<file path="src/rtl/bnn_uart_link.sv">
// bnn_uart_link: full-duplex UART link with RTS/CTS flow control for the BNN controller.
// RX frames land in a show-ahead FIFO drained over valid/ready; TX sends one word per handshake.
// Optional feature macro: BNN_UART_PARITY_EN adds one even-parity bit after the data bits.
module bnn_uart_link #(
    parameter int unsigned CLKS_PER_BIT = 87,
    parameter int unsigned DATA_W       = 8,
    parameter int unsigned FIFO_DEPTH   = 8,
    parameter int unsigned CTS_HEADROOM = 2
) (
    input  logic              clk,
    input  logic              rst_n,
    input  logic              uart_rx,
    input  logic              uart_rts_n,
    output logic              uart_tx,
    output logic              uart_cts_n,
    output logic [DATA_W-1:0] rx_data,
    output logic              rx_valid,
    input  logic              rx_ready,
    input  logic [DATA_W-1:0] tx_data,
    input  logic              tx_valid,
    output logic              tx_ready,
    output logic              rx_err,
    output logic              rx_overflow
);

    localparam int unsigned CNT_W     = $clog2(CLKS_PER_BIT);
    localparam int unsigned BIT_W     = $clog2(DATA_W);
    localparam int unsigned ADDR_W    = $clog2(FIFO_DEPTH);
    localparam int unsigned FCNT_W    = ADDR_W + 1;
    localparam int unsigned CTS_LEVEL = FIFO_DEPTH - CTS_HEADROOM;

    typedef enum logic [2:0] {
        S_IDLE   = 3'd0,
        S_START  = 3'd1,
        S_DATA   = 3'd2,
`ifdef BNN_UART_PARITY_EN
        S_PARITY = 3'd3,
`endif
        S_STOP   = 3'd4
    } uart_state_t;

    // ---------------- synchronisers ----------------
    logic rx_meta, rx_sync, rx_prev;
    logic rts_meta, rts_sync;

    // Two-flop synchronisers for the asynchronous line inputs, plus edge history for RX
    always_ff @(posedge clk or negedge rst_n) begin
        if (!rst_n) begin
            rx_meta  <= 1'b1;
            rx_sync  <= 1'b1;
            rx_prev  <= 1'b1;
            rts_meta <= 1'b1;
            rts_sync <= 1'b1;
        end else begin
            rx_meta  <= uart_rx;
            rx_sync  <= rx_meta;
            rx_prev  <= rx_sync;
            rts_meta <= uart_rts_n;
            rts_sync <= rts_meta;
        end
    end

    // ---------------- RX deserialiser ----------------
    uart_state_t       rx_state, rx_state_n;
    logic [CNT_W-1:0]  rx_cnt, rx_cnt_n;
    logic [BIT_W-1:0]  rx_bit, rx_bit_n;
    logic [DATA_W-1:0] rx_shift, rx_shift_n;
    logic              rx_par_ok_c;
    logic              rx_push_c;
    logic              rx_frame_err_c;
`ifdef BNN_UART_PARITY_EN
    logic              rx_par, rx_par_n;
    assign rx_par_ok_c = ~(^rx_shift ^ rx_par);
`else
    assign rx_par_ok_c = 1'b1;
`endif

    // RX state register and bit-timing datapath
    always_ff @(posedge clk or negedge rst_n) begin
        if (!rst_n) begin
            rx_state <= S_IDLE;
            rx_cnt   <= '0;
            rx_bit   <= '0;
            rx_shift <= '0;
            rx_err   <= 1'b0;
`ifdef BNN_UART_PARITY_EN
            rx_par   <= 1'b0;
`endif
        end else begin
            rx_state <= rx_state_n;
            rx_cnt   <= rx_cnt_n;
            rx_bit   <= rx_bit_n;
            rx_shift <= rx_shift_n;
            rx_err   <= rx_frame_err_c;
`ifdef BNN_UART_PARITY_EN
            rx_par   <= rx_par_n;
`endif
        end
    end

    // RX next-state: start detect, mid-bit sampling, stop/parity evaluation
    always_comb begin
        rx_state_n     = rx_state;
        rx_cnt_n       = rx_cnt;
        rx_bit_n       = rx_bit;
        rx_shift_n     = rx_shift;
        rx_push_c      = 1'b0;
        rx_frame_err_c = 1'b0;
`ifdef BNN_UART_PARITY_EN
        rx_par_n       = rx_par;
`endif
        case (rx_state)
            S_IDLE: begin
                if (rx_prev && !rx_sync) begin
                    rx_state_n = S_START;
                    rx_cnt_n   = CNT_W'(CLKS_PER_BIT / 2);
                end
            end
            S_START: begin
                if (rx_cnt != '0) begin
                    rx_cnt_n = rx_cnt - CNT_W'(1);
                end else if (rx_sync) begin
                    rx_state_n = S_IDLE;
                end else begin
                    rx_state_n = S_DATA;
                    rx_cnt_n   = CNT_W'(CLKS_PER_BIT - 1);
                    rx_bit_n   = '0;
                end
            end
            S_DATA: begin
                if (rx_cnt != '0) begin
                    rx_cnt_n = rx_cnt - CNT_W'(1);
                end else begin
                    rx_shift_n = {rx_sync, rx_shift[DATA_W-1:1]};
                    rx_cnt_n   = CNT_W'(CLKS_PER_BIT - 1);
                    if (rx_bit == BIT_W'(DATA_W - 1)) begin
`ifdef BNN_UART_PARITY_EN
                        rx_state_n = S_PARITY;
`else
                        rx_state_n = S_STOP;
`endif
                    end else begin
                        rx_bit_n = rx_bit + BIT_W'(1);
                    end
                end
            end
`ifdef BNN_UART_PARITY_EN
            S_PARITY: begin
                if (rx_cnt != '0) begin
                    rx_cnt_n = rx_cnt - CNT_W'(1);
                end else begin
                    rx_par_n   = rx_sync;
                    rx_state_n = S_STOP;
                    rx_cnt_n   = CNT_W'(CLKS_PER_BIT - 1);
                end
            end
`endif
            S_STOP: begin
                if (rx_cnt != '0) begin
                    rx_cnt_n = rx_cnt - CNT_W'(1);
                end else begin
                    rx_state_n = S_IDLE;
                    if (rx_sync && rx_par_ok_c) begin
                        rx_push_c = 1'b1;
                    end else begin
                        rx_frame_err_c = 1'b1;
                    end
                end
            end
            default: rx_state_n = S_IDLE;
        endcase
    end

    // ---------------- RX FIFO ----------------
    logic [DATA_W-1:0] mem [FIFO_DEPTH];
    logic [ADDR_W-1:0] wr_ptr, rd_ptr, rd_ptr_n;
    logic [FCNT_W-1:0] fifo_cnt, fifo_cnt_n;
    logic              pop_c, full_c, push_ok_c, ovf_c;
    logic [DATA_W-1:0] head_n;

    // FIFO control: simultaneous push/pop always accepted, full push alone is dropped
    always_comb begin
        pop_c     = rx_valid & rx_ready;
        full_c    = (fifo_cnt == FCNT_W'(FIFO_DEPTH));
        push_ok_c = rx_push_c & (~full_c | pop_c);
        ovf_c     = rx_push_c & full_c & ~pop_c;
        rd_ptr_n  = pop_c ? rd_ptr + ADDR_W'(1) : rd_ptr;
        fifo_cnt_n = fifo_cnt;
        if (push_ok_c && !pop_c) begin
            fifo_cnt_n = fifo_cnt + FCNT_W'(1);
        end else if (!push_ok_c && pop_c) begin
            fifo_cnt_n = fifo_cnt - FCNT_W'(1);
        end
        // a word written into the next head slot bypasses the array read
        if (push_ok_c && (wr_ptr == rd_ptr_n)) begin
            head_n = rx_shift;
        end else begin
            head_n = mem[rd_ptr_n];
        end
    end

    // FIFO storage, pointers, registered head word and flow-control outputs
    always_ff @(posedge clk or negedge rst_n) begin
        if (!rst_n) begin
            for (int i = 0; i < FIFO_DEPTH; i++) begin
                mem[i] <= '0;
            end
            wr_ptr      <= '0;
            rd_ptr      <= '0;
            fifo_cnt    <= '0;
            rx_data     <= '0;
            rx_valid    <= 1'b0;
            rx_overflow <= 1'b0;
            uart_cts_n  <= 1'b1;
        end else begin
            if (push_ok_c) begin
                mem[wr_ptr] <= rx_shift;
                wr_ptr      <= wr_ptr + ADDR_W'(1);
            end
            rd_ptr      <= rd_ptr_n;
            fifo_cnt    <= fifo_cnt_n;
            rx_data     <= head_n;
            rx_valid    <= (fifo_cnt_n != '0);
            rx_overflow <= ovf_c;
            uart_cts_n  <= (fifo_cnt >= FCNT_W'(CTS_LEVEL));
        end
    end

    // ---------------- TX serialiser ----------------
    uart_state_t       tx_state, tx_state_n;
    logic [CNT_W-1:0]  tx_cnt, tx_cnt_n;
    logic [BIT_W-1:0]  tx_bit, tx_bit_n;
    logic [DATA_W-1:0] tx_shift, tx_shift_n;
    logic              tx_line_n;
    logic              tx_ready_n;
    logic              tx_hs_c;
`ifdef BNN_UART_PARITY_EN
    logic              tx_par, tx_par_n;
`endif

    // TX state register, line driver and ready flag
    always_ff @(posedge clk or negedge rst_n) begin
        if (!rst_n) begin
            tx_state <= S_IDLE;
            tx_cnt   <= '0;
            tx_bit   <= '0;
            tx_shift <= '0;
            uart_tx  <= 1'b1;
            tx_ready <= 1'b0;
`ifdef BNN_UART_PARITY_EN
            tx_par   <= 1'b0;
`endif
        end else begin
            tx_state <= tx_state_n;
            tx_cnt   <= tx_cnt_n;
            tx_bit   <= tx_bit_n;
            tx_shift <= tx_shift_n;
            uart_tx  <= tx_line_n;
            tx_ready <= tx_ready_n;
`ifdef BNN_UART_PARITY_EN
            tx_par   <= tx_par_n;
`endif
        end
    end

    // TX next-state: latch on handshake, then start/data/[parity]/stop bit timing
    always_comb begin
        tx_state_n = tx_state;
        tx_cnt_n   = tx_cnt;
        tx_bit_n   = tx_bit;
        tx_shift_n = tx_shift;
        tx_line_n  = uart_tx;
        tx_hs_c    = tx_valid & tx_ready;
`ifdef BNN_UART_PARITY_EN
        tx_par_n   = tx_par;
`endif
        case (tx_state)
            S_IDLE: begin
                tx_line_n = 1'b1;
                if (tx_hs_c) begin
                    tx_shift_n = tx_data;
                    tx_state_n = S_START;
                    tx_cnt_n   = CNT_W'(CLKS_PER_BIT - 1);
                    tx_line_n  = 1'b0;
`ifdef BNN_UART_PARITY_EN
                    tx_par_n   = ^tx_data;
`endif
                end
            end
            S_START: begin
                if (tx_cnt != '0) begin
                    tx_cnt_n = tx_cnt - CNT_W'(1);
                end else begin
                    tx_state_n = S_DATA;
                    tx_cnt_n   = CNT_W'(CLKS_PER_BIT - 1);
                    tx_bit_n   = '0;
                    tx_line_n  = tx_shift[0];
                end
            end
            S_DATA: begin
                if (tx_cnt != '0) begin
                    tx_cnt_n = tx_cnt - CNT_W'(1);
                end else begin
                    tx_cnt_n = CNT_W'(CLKS_PER_BIT - 1);
                    if (tx_bit == BIT_W'(DATA_W - 1)) begin
`ifdef BNN_UART_PARITY_EN
                        tx_state_n = S_PARITY;
                        tx_line_n  = tx_par;
`else
                        tx_state_n = S_STOP;
                        tx_line_n  = 1'b1;
`endif
                    end else begin
                        tx_bit_n   = tx_bit + BIT_W'(1);
                        tx_shift_n = tx_shift >> 1;
                        tx_line_n  = tx_shift[1];
                    end
                end
            end
`ifdef BNN_UART_PARITY_EN
            S_PARITY: begin
                if (tx_cnt != '0) begin
                    tx_cnt_n = tx_cnt - CNT_W'(1);
                end else begin
                    tx_state_n = S_STOP;
                    tx_cnt_n   = CNT_W'(CLKS_PER_BIT - 1);
                    tx_line_n  = 1'b1;
                end
            end
`endif
            S_STOP: begin
                if (tx_cnt != '0) begin
                    tx_cnt_n = tx_cnt - CNT_W'(1);
                end else begin
                    tx_state_n = S_IDLE;
                    tx_line_n  = 1'b1;
                end
            end
            default: begin
                tx_state_n = S_IDLE;
                tx_line_n  = 1'b1;
            end
        endcase
        // RTS only matters when a new frame could start
        tx_ready_n = (tx_state_n == S_IDLE) && !rts_sync;
    end

endmodule
</file>
<file path="config.mk">
export PLATFORM = sky130hd
export DESIGN_NAME = bnn_uart_link
export DESIGN_NICKNAME = d
export VERILOG_FILES = /design/src/rtl/bnn_uart_link.sv
export SDC_FILE = /design/constraint.sdc
export NUM_CORES = 1
export LEC_CHECK = 0
export ABC_AREA = 1
export BUFFER_PORTS_ARGS = -buffer_cell sky130_fd_sc_hd__buf_2
export CAP_MARGIN = 20
export CORE_MARGIN = 2
export CORE_UTILIZATION = 55
export DETAILED_ROUTE_END_ITERATION = 16
export MAX_ROUTING_LAYER = met4
export PLACE_DENSITY = 0.8
export SETUP_SLACK_MARGIN = 0.2
export SYNTH_ARGS = -nofsm -noshare
export SYNTH_HDL_FRONTEND = slang
export SYNTH_SLANG_ARGS = --single-unit
</file>
<file path="constraint.sdc">
create_clock -name clk -period 2.2 [get_ports clk]
set_clock_uncertainty 0.1 [all_clocks]
set_input_delay 0.33 -clock clk [delete_from_list [all_inputs] [get_ports clk]]
set_output_delay 0.33 -clock clk [all_outputs]
set_load 0.05 [all_outputs]
</file>
==> flow_summary_export.csv <==
group,metric,value,unit
timing,hold_slack,0.0379,ns
timing,max_slew_margin,0.258,
synthesis,synth_area_leader_cell,"dfrtp_1",
final_layout,nets,911,
floorplan,die-area,13200,sq um
worst_setup_path,startpoint_type,"flop",
timing,tightest_slew,1.11,ns
floorplan,core,12000,sq um
synthesis,synth_nets,850,
power_and_ir_drop,p_total,8.55,mW
final_layout,instances_no_fill,1044,
power_and_ir_drop,p_leak,3.90,nW
worst_setup_path,crit_end,"mem[42]",
clock_tree,clkTransAtPathRegs,0.06,ns
synthesis,ys_ff_latch,135,
synthesis,yosys_warnings,0,
place,postPlaceCellArea,7070,sq um
timing,finalWorstSetupSlack,0.0982,ns
place,dp.cells,994,
detailed_routing,drtAntennaViolNets,0,
hold_path,hold_path_class,"input port to flop",
synthesis,synth_flop_cell,"dfrtp_1",
detailed_routing,wl_per_cell,15.0,um
place,gp_congestion,0.881,
floorplan,io_pins,28,
clock_tree,cts_buffers,17,
place,pre_cts_slack,0.152,ns
floorplan,rows,40,
global_route,overflow,0,
worst_setup_path,rr_startpoint,"wr_ptr[1]",
final_layout,layout-drive-gt1-share,0.251,
timing,hold_viol,0,
worst_setup_path,worstReg2RegEnd,"mem[42]",
final_layout,post-route-util,0.690,
synthesis,synthCells,823,
clock_tree,ctsHtreeMaxLevel,4,
global_route,grt_max_degree,63,
synthesis,yosys.area.top_type_share,0.474,
place,port_buffers,27,
global_route,grt_pass1_vias,5115,
clock_tree,cts_tree,"yes",
worst_setup_path,path_class,"flop to flop",
timing,fin_tns_setup,0,ns
clock_tree,cts-root-buf,"clkbuf_16",
timing,fmax,476,MHz
worst_setup_path,r2r_slack,0.1,ns
worst_setup_path,worstPathArrival,2.34,ns
floorplan,fp.dieH,115,um
outcome,status,"completed",
place,hpwl,8.91,mm
worst_setup_path,rr_worst_depth,4,
timing,rsz0062_at_grt,"true",
power_and_ir_drop,power.density,1030,nW/um^2
clock_tree,insertion_delay,0.43,ns
clock_tree,clockBufferDepth,2,
global_route,grt_pass1_wl,23.9,mm
timing,finalCritPeriodShare,0.955,
global_route,grtUsageTotal,0.236,
flow_run,max_cap_violations,0,
worst_setup_path,cp_max_fo,8,
detailed_routing,dr.pass1.iters,5,
synthesis,synth-edff-count,0,
power_and_ir_drop,vdd_ir_drop_max,0.000519,V
detailed_routing,route.vias.total,5734,
final_layout,area_growth_syn_to_layout,22.7,%
final_layout,stdcell_area,8290,sq um
detailed_routing,drc,0,
synthesis,yosysSeqAreaShare,0.502,
synthesis,avgSynthCellArea,8.20,sq um
floorplan,die_x,115,um
synthesis,synth_area,6750,sq um
final_layout,antenna_cells,0,
synthesis,synthArstFlopShare,1.00,
worst_setup_path,worstPathRequired,2.44,ns
detailed_routing,vias_per_cell,5.49,
timing,finalSetupViolCount,0,
detailed_routing,drt_iter0_markers,671,
worst_setup_path,critPathLaunch,"wr_ptr[1]",
timing,slew_violations,0,
global_route,antenna_found_initial,0,
timing,period_needed,2.10,ns
synthesis,netlist_top_cells_area,"dfrtp_1 47%, nand2_1 14%, inv_1 6.1%",
detailed_routing,routed_wl,15.6,mm
worst_setup_path,cp-end-kind,"flop",
clock_tree,clkSinkCount,135,
floorplan,start_util,0.562,
synthesis,synth.distinct_cells,41,
==> flip-flops by register name, summed over array words and instances, names as in the netlist, 3 cells and up <==
signal and count:
tx_state 3, tx_cnt 7, tx_shift 8, rx_shift 8, tx_bit 3, rx_cnt 7, wr_ptr 3, rx_state 3
rx_data 8, fifo_cnt 4, rd_ptr 3, mem 64, rx_bit 3
==> critical path, stage by stage (launching register included) <==
cell and delay (ns):
dfrtp_1 0.47, inv_1 0.12, nor2_1 0.85, nand2_4 0.25, o21ai_1 0.22
==> synthesized netlist by cell type, types with 3 or more instances <==
library cell    n
nand2_1       248
o21ai_0        59
buf_6           9
nand2_2        10
nor2_2          4
o21ai_2         8
o21ai_1        65
a21oi_1         8
xor2_1         12
ha_1           13
inv_1         110
nor2_4          6
nand3_1        39
dfstp_2         7
a31oi_1         3
nor3_1          3
nand4_1         5
buf_2           8
nor2_1         45
a22oi_1         3
o211ai_1        5
dfrtp_1       128
==> power breakdown <==
group / switching, mW / total [mW] / leakage [nW] / internal [mW]
clock: 1.03 / 2.81 / 0.292 / 1.77
sequential: 0.154 / 2.86 / 1.75 / 2.70
combinational: 1.98 / 2.88 / 1.86 / 0.904
==> routing by layer <==
metal | part of all wire | global-route usage | up-vias | wire [um]
met5 | 0 | - | - | 0
met4 | 0.018 | 0.0827 | 0 | 281
met3 | 0.058 | 0.0590 | 31 | 911
met2 | 0.49 | 0.363 | 205 | 7700
met1 | 0.43 | 0.307 | 2718 | 6730
li1 | - | - | 2780 | -
==> cell families after synthesis <==
| logic type | share of synthesized area |
|---|---|
| adder cells (fa/ha/maj) | 0.0241 |
| AND/OR/NAND/NOR | 0.242 |
| buffers and inverters | 0.0860 |
| XOR/XNOR | 0.0156 |
| AO/OA/AOI/OAI | 0.130 |
| flip-flops | 0.502 |
==> cell type report <==
class,count,area (sq um)
Clock buffer,23,488
Inverter,113,424
Tap cell,147,184
Fill cell,833,3720
Clock inverter,9,97.6
Timing Repair Buffer,55,420
Multi-Input combinational cell,562,3280
Sequential cell,135,3390
==> how the worst min path moves through the flow <==
stage               cells after the start  startpoint  slack (ns)          end
floorplan                               0       rst_n       -0.07  fifo_cnt[0]
global placement                        1       rst_n        0.14  tx_shift[7]
detailed placement                      1       rst_n        0.13  tx_shift[7]
CTS                                     3  tx_data[7]        0.03  tx_shift[7]
global route                            3  tx_data[7]        0.05  tx_shift[7]
finish                                  3  tx_data[7]        0.04  tx_shift[7]
==> cell usage in the layout, fill, tap and decap left out, drive strengths merged, types with 3 or more instances in the layout <==
| cell type | count |
|---|---|
| nand2 | 267 |
| o21ai | 133 |
| dfrtp | 128 |
| inv | 112 |
| nor2 | 56 |
| buf | 52 |
| nand3 | 42 |
| clkbuf | 23 |
| ha | 13 |
| xor2 | 12 |
| a21oi | 9 |
| dfstp | 7 |
| clkinv | 7 |
| nand4 | 6 |
| o211ai | 5 |
| nor3 | 4 |
| a31oi | 3 |
| a22oi | 3 |
| dlygate4sd3 | 3 |
==> timing repair <==
action / CTS / global route
buffers inserted: 3 / 5
cloned: 1 / 6
endpoints found under the hold margin: 32 / 0
endpoints found under the setup margin: 66 / 85
resized for setup: 7 / 117
hold buffers: 3 / 0
pin swaps: 1 / 13
No activity file was read; power rests on OpenSTA's default activity.
